$ cat src/rtl/config_rx.sv
// Receiver for the CONFIG_TX serial link: oversamples CFG_CLK/CFG_DAT/CFG_OE,
// shifts in one word MSB first and strobes it out when the bit count is exact.
`timescale 1ns/1ps
module config_rx #(
   parameter int C_NO_CFG_BITS    = 24,
   parameter int G_TIMEOUT_CYCLES = 256
) (
   input  logic                     CLOCK,
   input  logic                     RESET,
   input  logic                     CFG_CLK,
   input  logic                     CFG_DAT,
   input  logic                     CFG_OE,
   output logic [C_NO_CFG_BITS-1:0] CFG_DATA,
   output logic                     CFG_VALID,
   output logic                     CFG_ERROR,
   output logic                     BUSY,
   output logic [1:0]               DBG_STATE
);

   localparam int CW = $clog2(C_NO_CFG_BITS + 2);
   localparam int TW = $clog2(G_TIMEOUT_CYCLES + 1);
   localparam logic [CW-1:0] LP_N     = CW'(C_NO_CFG_BITS);
   localparam logic [CW-1:0] LP_N_SAT = CW'(C_NO_CFG_BITS + 1);
   localparam logic [TW-1:0] LP_T_END = TW'(G_TIMEOUT_CYCLES - 1);

   typedef enum logic [1:0] {
      S_IDLE     = 2'd0,
      S_RECV     = 2'd1,
      S_ERR_WAIT = 2'd2
   } state_t;

   state_t r_state, w_state_nxt;

   // Bit order in the synchronizer vectors: [2]=oe, [1]=dat, [0]=clk.
   logic [2:0] r_sync1, r_sync2, r_dly;
   logic [1:0] r_fill;
   logic       r_armed;

   logic [C_NO_CFG_BITS-1:0] r_shift, w_shift_nxt;
   logic [CW-1:0]            r_cnt, w_cnt_nxt;
   logic [TW-1:0]            r_to;

   logic w_s_oe, w_s_dat, w_clk_rise, w_oe_rise, w_oe_fall, w_oe_start;
   logic w_to_term, w_load, w_err;

   assign w_s_oe     = r_sync2[2];
   assign w_s_dat    = r_sync2[1];
   assign w_clk_rise = r_sync2[0] & ~r_dly[0];
   assign w_oe_rise  = r_sync2[2] & ~r_dly[2];
   assign w_oe_fall  = ~r_sync2[2] & r_dly[2];
   assign w_oe_start = w_oe_rise & r_armed;

   always_ff @(posedge CLOCK or posedge RESET) begin
      if (RESET) begin
         r_sync1 <= '0;
         r_sync2 <= '0;
         r_dly   <= '0;
         r_fill  <= '0;
         r_armed <= 1'b0;
      end else begin
         r_sync1 <= {CFG_OE, CFG_DAT, CFG_CLK};
         r_sync2 <= r_sync1;
         r_dly   <= r_sync2;
         r_fill  <= {r_fill[0], 1'b1};
         // After reset, a transfer may only start once CFG_OE has really been seen low,
         // so a transfer interrupted by reset is dropped rather than half-received.
         if (r_fill[1] && !w_s_oe)
            r_armed <= 1'b1;
      end
   end

   always_ff @(posedge CLOCK or posedge RESET) begin
      if (RESET)
         r_state <= S_IDLE;
      else
         r_state <= w_state_nxt;
   end

   // A clock rise coinciding with the OE fall is counted before the length check.
   assign w_shift_nxt = w_clk_rise ? {r_shift[C_NO_CFG_BITS-2:0], w_s_dat} : r_shift;
   assign w_cnt_nxt   = (w_clk_rise && (r_cnt != LP_N_SAT)) ? r_cnt + CW'(1) : r_cnt;
   assign w_to_term   = w_s_oe && !w_clk_rise && (r_to == LP_T_END);

   always_comb begin
      w_state_nxt = r_state;
      case (r_state)
         S_IDLE:     if (w_oe_start) w_state_nxt = S_RECV;
         S_RECV: begin
            if (w_oe_fall)      w_state_nxt = S_IDLE;
            else if (w_to_term) w_state_nxt = S_ERR_WAIT;
         end
         S_ERR_WAIT: if (!w_s_oe) w_state_nxt = S_IDLE;
         default:    w_state_nxt = S_IDLE;
      endcase
   end

   always_comb begin
      w_load = 1'b0;
      w_err  = 1'b0;
      if (r_state == S_RECV) begin
         w_load = w_oe_fall && (w_cnt_nxt == LP_N);
         w_err  = (w_oe_fall && (w_cnt_nxt != LP_N)) || w_to_term;
      end
   end

   assign BUSY      = (r_state != S_IDLE);
   assign DBG_STATE = r_state;

   always_ff @(posedge CLOCK or posedge RESET) begin
      if (RESET) begin
         r_shift <= '0;
         r_cnt   <= '0;
         r_to    <= '0;
      end else if (r_state != S_RECV) begin
         r_shift <= '0;
         r_cnt   <= '0;
         r_to    <= '0;
      end else begin
         r_shift <= w_shift_nxt;
         r_cnt   <= w_cnt_nxt;
         if (w_clk_rise)
            r_to <= '0;
         else if (r_to != LP_T_END)
            r_to <= r_to + TW'(1);
      end
   end

   always_ff @(posedge CLOCK or posedge RESET) begin
      if (RESET) begin
         CFG_DATA  <= '0;
         CFG_VALID <= 1'b0;
         CFG_ERROR <= 1'b0;
      end else begin
         CFG_VALID <= w_load;
         CFG_ERROR <= w_err;
         if (w_load)
            CFG_DATA <= w_shift_nxt;
      end
   end

endmodule

$ cat config.mk
export PLATFORM = sky130hd
export DESIGN_NAME = config_rx
export DESIGN_NICKNAME = d
export VERILOG_FILES = /design/src/rtl/config_rx.sv
export SDC_FILE = /design/constraint.sdc
export NUM_CORES = 1
export LEC_CHECK = 0
export CAP_MARGIN = 20
export CORE_MARGIN = 2
export CORE_UTILIZATION = 50
export DETAILED_ROUTE_END_ITERATION = 6
export PLACE_DENSITY = 0.68
export RECOVER_POWER = 100
export SYNTH_ARGS = -nofsm -noshare
export SYNTH_HDL_FRONTEND = slang
export SYNTH_SLANG_ARGS = --single-unit
$ cat constraint.sdc
create_clock -name CLOCK -period 3.1 [get_ports CLOCK]
set_input_delay 0.31 -clock CLOCK [delete_from_list [all_inputs] [get_ports CLOCK]]
set_output_delay 0.31 -clock CLOCK [all_outputs]
set_load 0.1 [all_outputs]
* Word-level counts from Yosys, hierarchy flattened
Cells that the tools add are included.
Widths: inputs -> output; s select.
** Cells by class
- Add/sub/neg operators :: 2
- Equal/unequal tests :: 11
- Mux-type cells :: 14
- Bitwise operators :: 7
- Reductions and logical operators :: 13
** Operators with widths (count)
- $mux 24 :: 2
- $mux 9 :: 3
- $mux 5 :: 2
- $ne 5x5->1 const B :: 2
- $add 9x1->9 const B :: 1
- $eq 9x8->1 const B :: 1
- $ne 9x8->1 const B :: 1
- $mux 2 :: 4
- $logic_and 1x1->1 :: 6
- $pmux 2 s3 :: 1
- $add 5x1->5 const B :: 1
- $eq 5x5->1 const B :: 1
- $and 1x1->1 :: 4
- $ne 2x2->1 const B :: 2
- $ne 3x3->1 const B :: 1
- $not 1->1 :: 3
- $reduce_and 3->1 :: 1
- $reduce_bool 3->1 :: 1
- $eq 2x1->1 const B :: 1
- $eq 2x2->1 const B :: 1
- $logic_not 1->1 :: 2
- $logic_not 2->1 :: 1
- $mux 1 :: 2
- $ne 2x1->1 const B :: 1
- other kinds (2) :: 2
** Storage, ports and cells
- Bits in registers :: 78
- Bits of input ports :: 5
- Output and inout bits :: 29
- Logic and storage cells :: 59

* Depth between registers and ports, before layout
- Word-level depth :: 8
- Gate-level depth with buffers :: 9
- Depth with buffers taken out :: 8

* Least setup slack after synthesis
No wires, ideal clock.
- Path type :: flip-flop to flip-flop
- Start :: reg r_state[0] (netlist: DBG_STATE[0])
- End :: reg CFG_DATA[0]
- Library setup time :: 125 ps
- Data arrival time :: 1991 ps
- Data required time :: 2975 ps
- Setup slack :: 984 ps
- Stages on the path, launching flop included :: 6
- Path buffers :: 1
- Period minus slack after synthesis :: 2116 ps
- Path through :: dfrtp_1 > nand2_1 > nor2_1 > nand3_4 > buf_6 > mux2_4
** Between the ends
- Longest elaborated chain between the ends :: 2
** RTL lines
- start: declaration :: line 32 : state_t r_state, w_state_nxt;
- start signal: assignment :: line 76 : r_state <= w_state_nxt;
- $eq 2x1->1 :: line 100 : if (r_state == S_RECV) begin
- $mux 1 :: line 100
- end signal: assignment :: line 137 : CFG_DATA <= w_shift_nxt;
- end: declaration :: line 13 : output logic [C_NO_CFG_BITS-1:0] CFG_DATA,
No other way between the ends.
A chain may end at the register's enable or synchronous reset.

* Final worst setup path
- Start :: reg r_sync2[0]
- End :: reg CFG_DATA[2]
** Between the ends
- Longest elaborated chain between the ends :: 6
- Elaborated cells on any way between the ends :: 7
- Those cells by class :: eq/ne: 1; mux: 3; bitwise: 1; reduce/logical: 2
** RTL lines
- start: declaration :: line 35 : logic [2:0] r_sync1, r_sync2, r_dly;
- start signal: assignment :: line 62 : r_sync2 <= r_sync1;
- $and 1x1->1 (*) :: line 48 : assign w_clk_rise = r_sync2[0] & ~r_dly[0];
- $logic_and 1x1->1 :: line 81 : assign w_cnt_nxt = (w_clk_rise && (r_cnt != LP_N_SAT)) ? r_cnt + CW'(1) : r_cnt;
- $mux 5 :: line 81
- $eq 5x5->1 :: line 101 : w_load = w_oe_fall && (w_cnt_nxt == LP_N);
- $logic_and 1x1->1 :: line 101
- $mux 1 :: line 100
Every way passes the cells marked *; elsewhere a longest branch is shown, timed or not.

==> impl_metrics.tcl <==
set metrics [dict create \
    fin_util_pct 60.2 \
    post_cts_resized 0 \
    yosysSeqAreaShare_pct 60.0 \
    synthCells 283 \
    finalSetupViolCount 0 \
    cts_hold_buf 0 \
    synth.largest_area_cell "dfrtp_1" \
    grt_setup_unrepaired "false" \
    maxSlewHeadroom_pct -20.6 \
    dieHeight_um 84.2 \
    fmax_mhz 397 \
    overflow 0 \
    grt_pass1_wl_um 9350 \
    antenna-diode-count 0 \
    viasPerCell 5.03 \
    gr-usage-all-layers_pct 16.9 \
    initial_core_util_pct 51.2 \
    tightest_slew_ns 1.81 \
    dpl_cell_area_um2 3630 \
    grt_pass1_vias 2004 \
    num_rows 29 \
    power_frac_comb_pct 8.3 \
    path_max_fanout 25 \
    clk_pin_slew_ns 0.08 \
    root_buffer "clkbuf_8" \
    num_vias 2027 \
    gp_congestion 0.780 \
    critPathLaunchType "flop" \
    clk_path_buf_depth 2 \
    maxCapViolCount 1 \
    drt_iter0_drc 73 \
    crit_type "reg2reg" \
    use_met3_pct 5.60 \
    synth.area.top_cells "dfrtp_1 (60%), mux2i_1 (9.0%), nand2_1 (4.0%)" \
    ys_ff_latch 77 \
    synth_area_um2 3210 \
    post-route-period-util_pct 81.3 \
    h-tree-depth 3 \
    clkPwrFrac_pct 38.4 \
    violations "max-capacitance violations, max-slew violations" \
    grt-busiest-layer "met2" \
    routed_wl_um 5290 \
    p_sw_share_pct 25.7 \
    finalNetCount 330 \
    cts_buffers 9 \
    drive_above_1_share_pct 8.59 \
    drt_pass1_iterations 4 \
    synth.avg_cell_area_um2 11.4 \
    met1_usage_pct 21.8 \
    yosysUniqueCellTypes 34 \
    p_sw_uw 501 \
    internal-power_uw 1450 \
    drtAntennaViolNets 0 \
    fin_skew_ns 0.00595 \
    clock_latency_ns 0.35 \
    grt_max_degree 78 \
    p_per_area_nw_per_um2 516 \
    hold_viol_final 0 \
    hold_path_class "reg2reg" \
    leakagePower_uw 0.00195 \
    status "complete, but fails checks" \
    crit_arrival_ns 2.75 \
    synth_fp_nets 292 \
    cp.required_ns 3.33 \
    pwr-share-seq_pct 53.3 \
    die_w_um 84.2 \
    coreArea_um2 6280 \
    antenna_found_initial 0 \
    ys_warn_count 0 \
    drv_slew 78 \
    dpl.cell_count 387 \
    drc 0 \
    die_area_um2 7080 \
    fin_area_um2 3780 \
    avgRoutedWirePerCell_um 13.1 \
    period_needed_ns 2.52 \
    peakVddDrop_v 0.000347 \
    portBuffers 33 \
    cts_sinks 77 \
    use_met2_pct 26.7 \
    tns_ns 0 \
    final_common_cell "dfrtp_1" \
    fin_cells 403 \
    cts_setup_buffers 0 \
    ios 34 \
    layout_common_cells "dfrtp_1 (77), nand2_1 (34), nor2_1 (30), dlygate4sd3_1 (30), mux2i_1 (29)" \
    yosys.area.top_type_share_pct 60.0 \
    dpl.hpwl_um 3410 \
    cts_tree "yes" \
    area.growth.synth_to_final_pct 17.6 \
    crit_path_end_kind "flop" \
]
==> Yosys cell counts <==
| cell type | instances |
|---|---|
| clkbuf_1 | 8 |
| nand4b_1 | 1 |
| nand2b_1 | 2 |
| o211ai_2 | 2 |
| mux2_4 | 5 |
| nand3_1 | 7 |
| and2_1 | 2 |
| mux2i_1 | 29 |
| or4_1 | 1 |
| xor2_1 | 5 |
| buf_2 | 2 |
| nor2_1 | 30 |
| a21o_1 | 2 |
| xnor2_1 | 2 |
| nand3b_1 | 1 |
| a311oi_1 | 1 |
| mux2_2 | 5 |
| or3_1 | 3 |
| nand3_4 | 1 |
| conb_1 | 1 |
| buf_6 | 1 |
| a31oi_1 | 1 |
| inv_1 | 23 |
| dfrtp_1 | 77 |
| o22ai_1 | 1 |
| a21oi_1 | 8 |
| o21ai_0 | 4 |
| nand4_1 | 4 |
| nor2b_1 | 13 |
| nor3b_1 | 1 |
| ha_1 | 4 |
| or2_2 | 1 |
| and4b_1 | 1 |
| nand2_1 | 34 |
==> cells by family (layout without fill, tap and decap cells) <==
group / Yosys count / in the layout / synth area share (%)
multiplexers: 39 / 39 / 13.1
AO/OA/AOI/OAI: 19 / 19 / 3.78
XOR/XNOR: 7 / 7 / 1.91
AND/OR/NAND/NOR: 102 / 102 / 15.3
other: 1 / 1 / 0.117
flip-flops: 77 / 77 / 60.0
buffers and inverters: 34 / 77 / 4.28
adder cells (fa/ha/maj): 4 / 4 / 1.56
==> stage by stage <==
step                      hold slack (ns)  power (uW)  setup WS, ns
final                               0.349        1950         0.579
after floorplan                     0.331        1190         0.823
after CTS                           0.353        2000         0.743
after global routing                0.355        2040         0.345
after detailed placement            0.345        1240         0.752
after global placement              0.333        1230         0.815
==> final cells by class <==
cell class / instances / area [um^2]
fill: 526 / 2500
sequential: 77 / 1930
multi-input combinational: 172 / 1130
timing repair buffer: 38 / 339
clock buffer: 10 / 138
tap: 77 / 96.3
inverter: 23 / 86.3
clock inverter: 6 / 61.3
==> power groups by stage <==
stage          Combinational, uW  Sequential, uW  Clock, uW
3_5_place_dp                 176            1060          0
4_1_cts                      177            1040        779
6_report                     162            1040        749
5_1_grt                      180            1040        815
2_1_floorplan                104            1080          0
3_3_place_gp                 176            1060          0
==> flip-flops by register name, summed over array words and instances (netlist names) <==
register	flops
CFG_ERROR	1
r_to	9
r_sync1	3
r_shift	24
DBG_STATE	2
CFG_VALID	1
r_sync2	3
CFG_DATA	24
r_dly	2
r_fill	2
r_armed	1
r_cnt	5
==> worst max-delay path, stage by stage, from the launching register on <==
cell,delay (ns)
dfrtp_1,0.41
nand2b_1,0.08
clkbuf_1,0.65
o21ai_0,0.26
o211ai_2,0.16
nand3_4,0.38
mux2_1,0.45
==> metal layers <==
| layer | part of all wire [%] | vias to the layer above |
|---|---|---|
| met5 | 0 | - |
| met4 | 1.7 | 0 |
| met3 | 5.1 | 9 |
| met2 | 48 | 46 |
| met1 | 46 | 968 |
| li1 | - | 1004 |
==> worst paths after layout <==
kind                       cells past startpoint  slack [ns]                        to                  from
hold reg to reg                                0        0.35      r_sync2[0]$_DFF_PP0_  r_sync1[0]$_DFF_PP0_
min in group asynchronous                      3        1.05  CFG_DATA[12]$_DFFE_PP0P_                 RESET
hold / removal                                 0        0.35      r_sync2[0]$_DFF_PP0_  r_sync1[0]$_DFF_PP0_
max in group asynchronous                      3        0.98       r_to[8]$_DFFE_PP0P_                 RESET
setup / recovery                               6        0.58   CFG_DATA[2]$_DFFE_PP0P_  r_sync2[0]$_DFF_PP0_
setup reg to reg                               6        0.58   CFG_DATA[2]$_DFFE_PP0P_  r_sync2[0]$_DFF_PP0_
No activity file was read; power rests on OpenSTA's default activity.
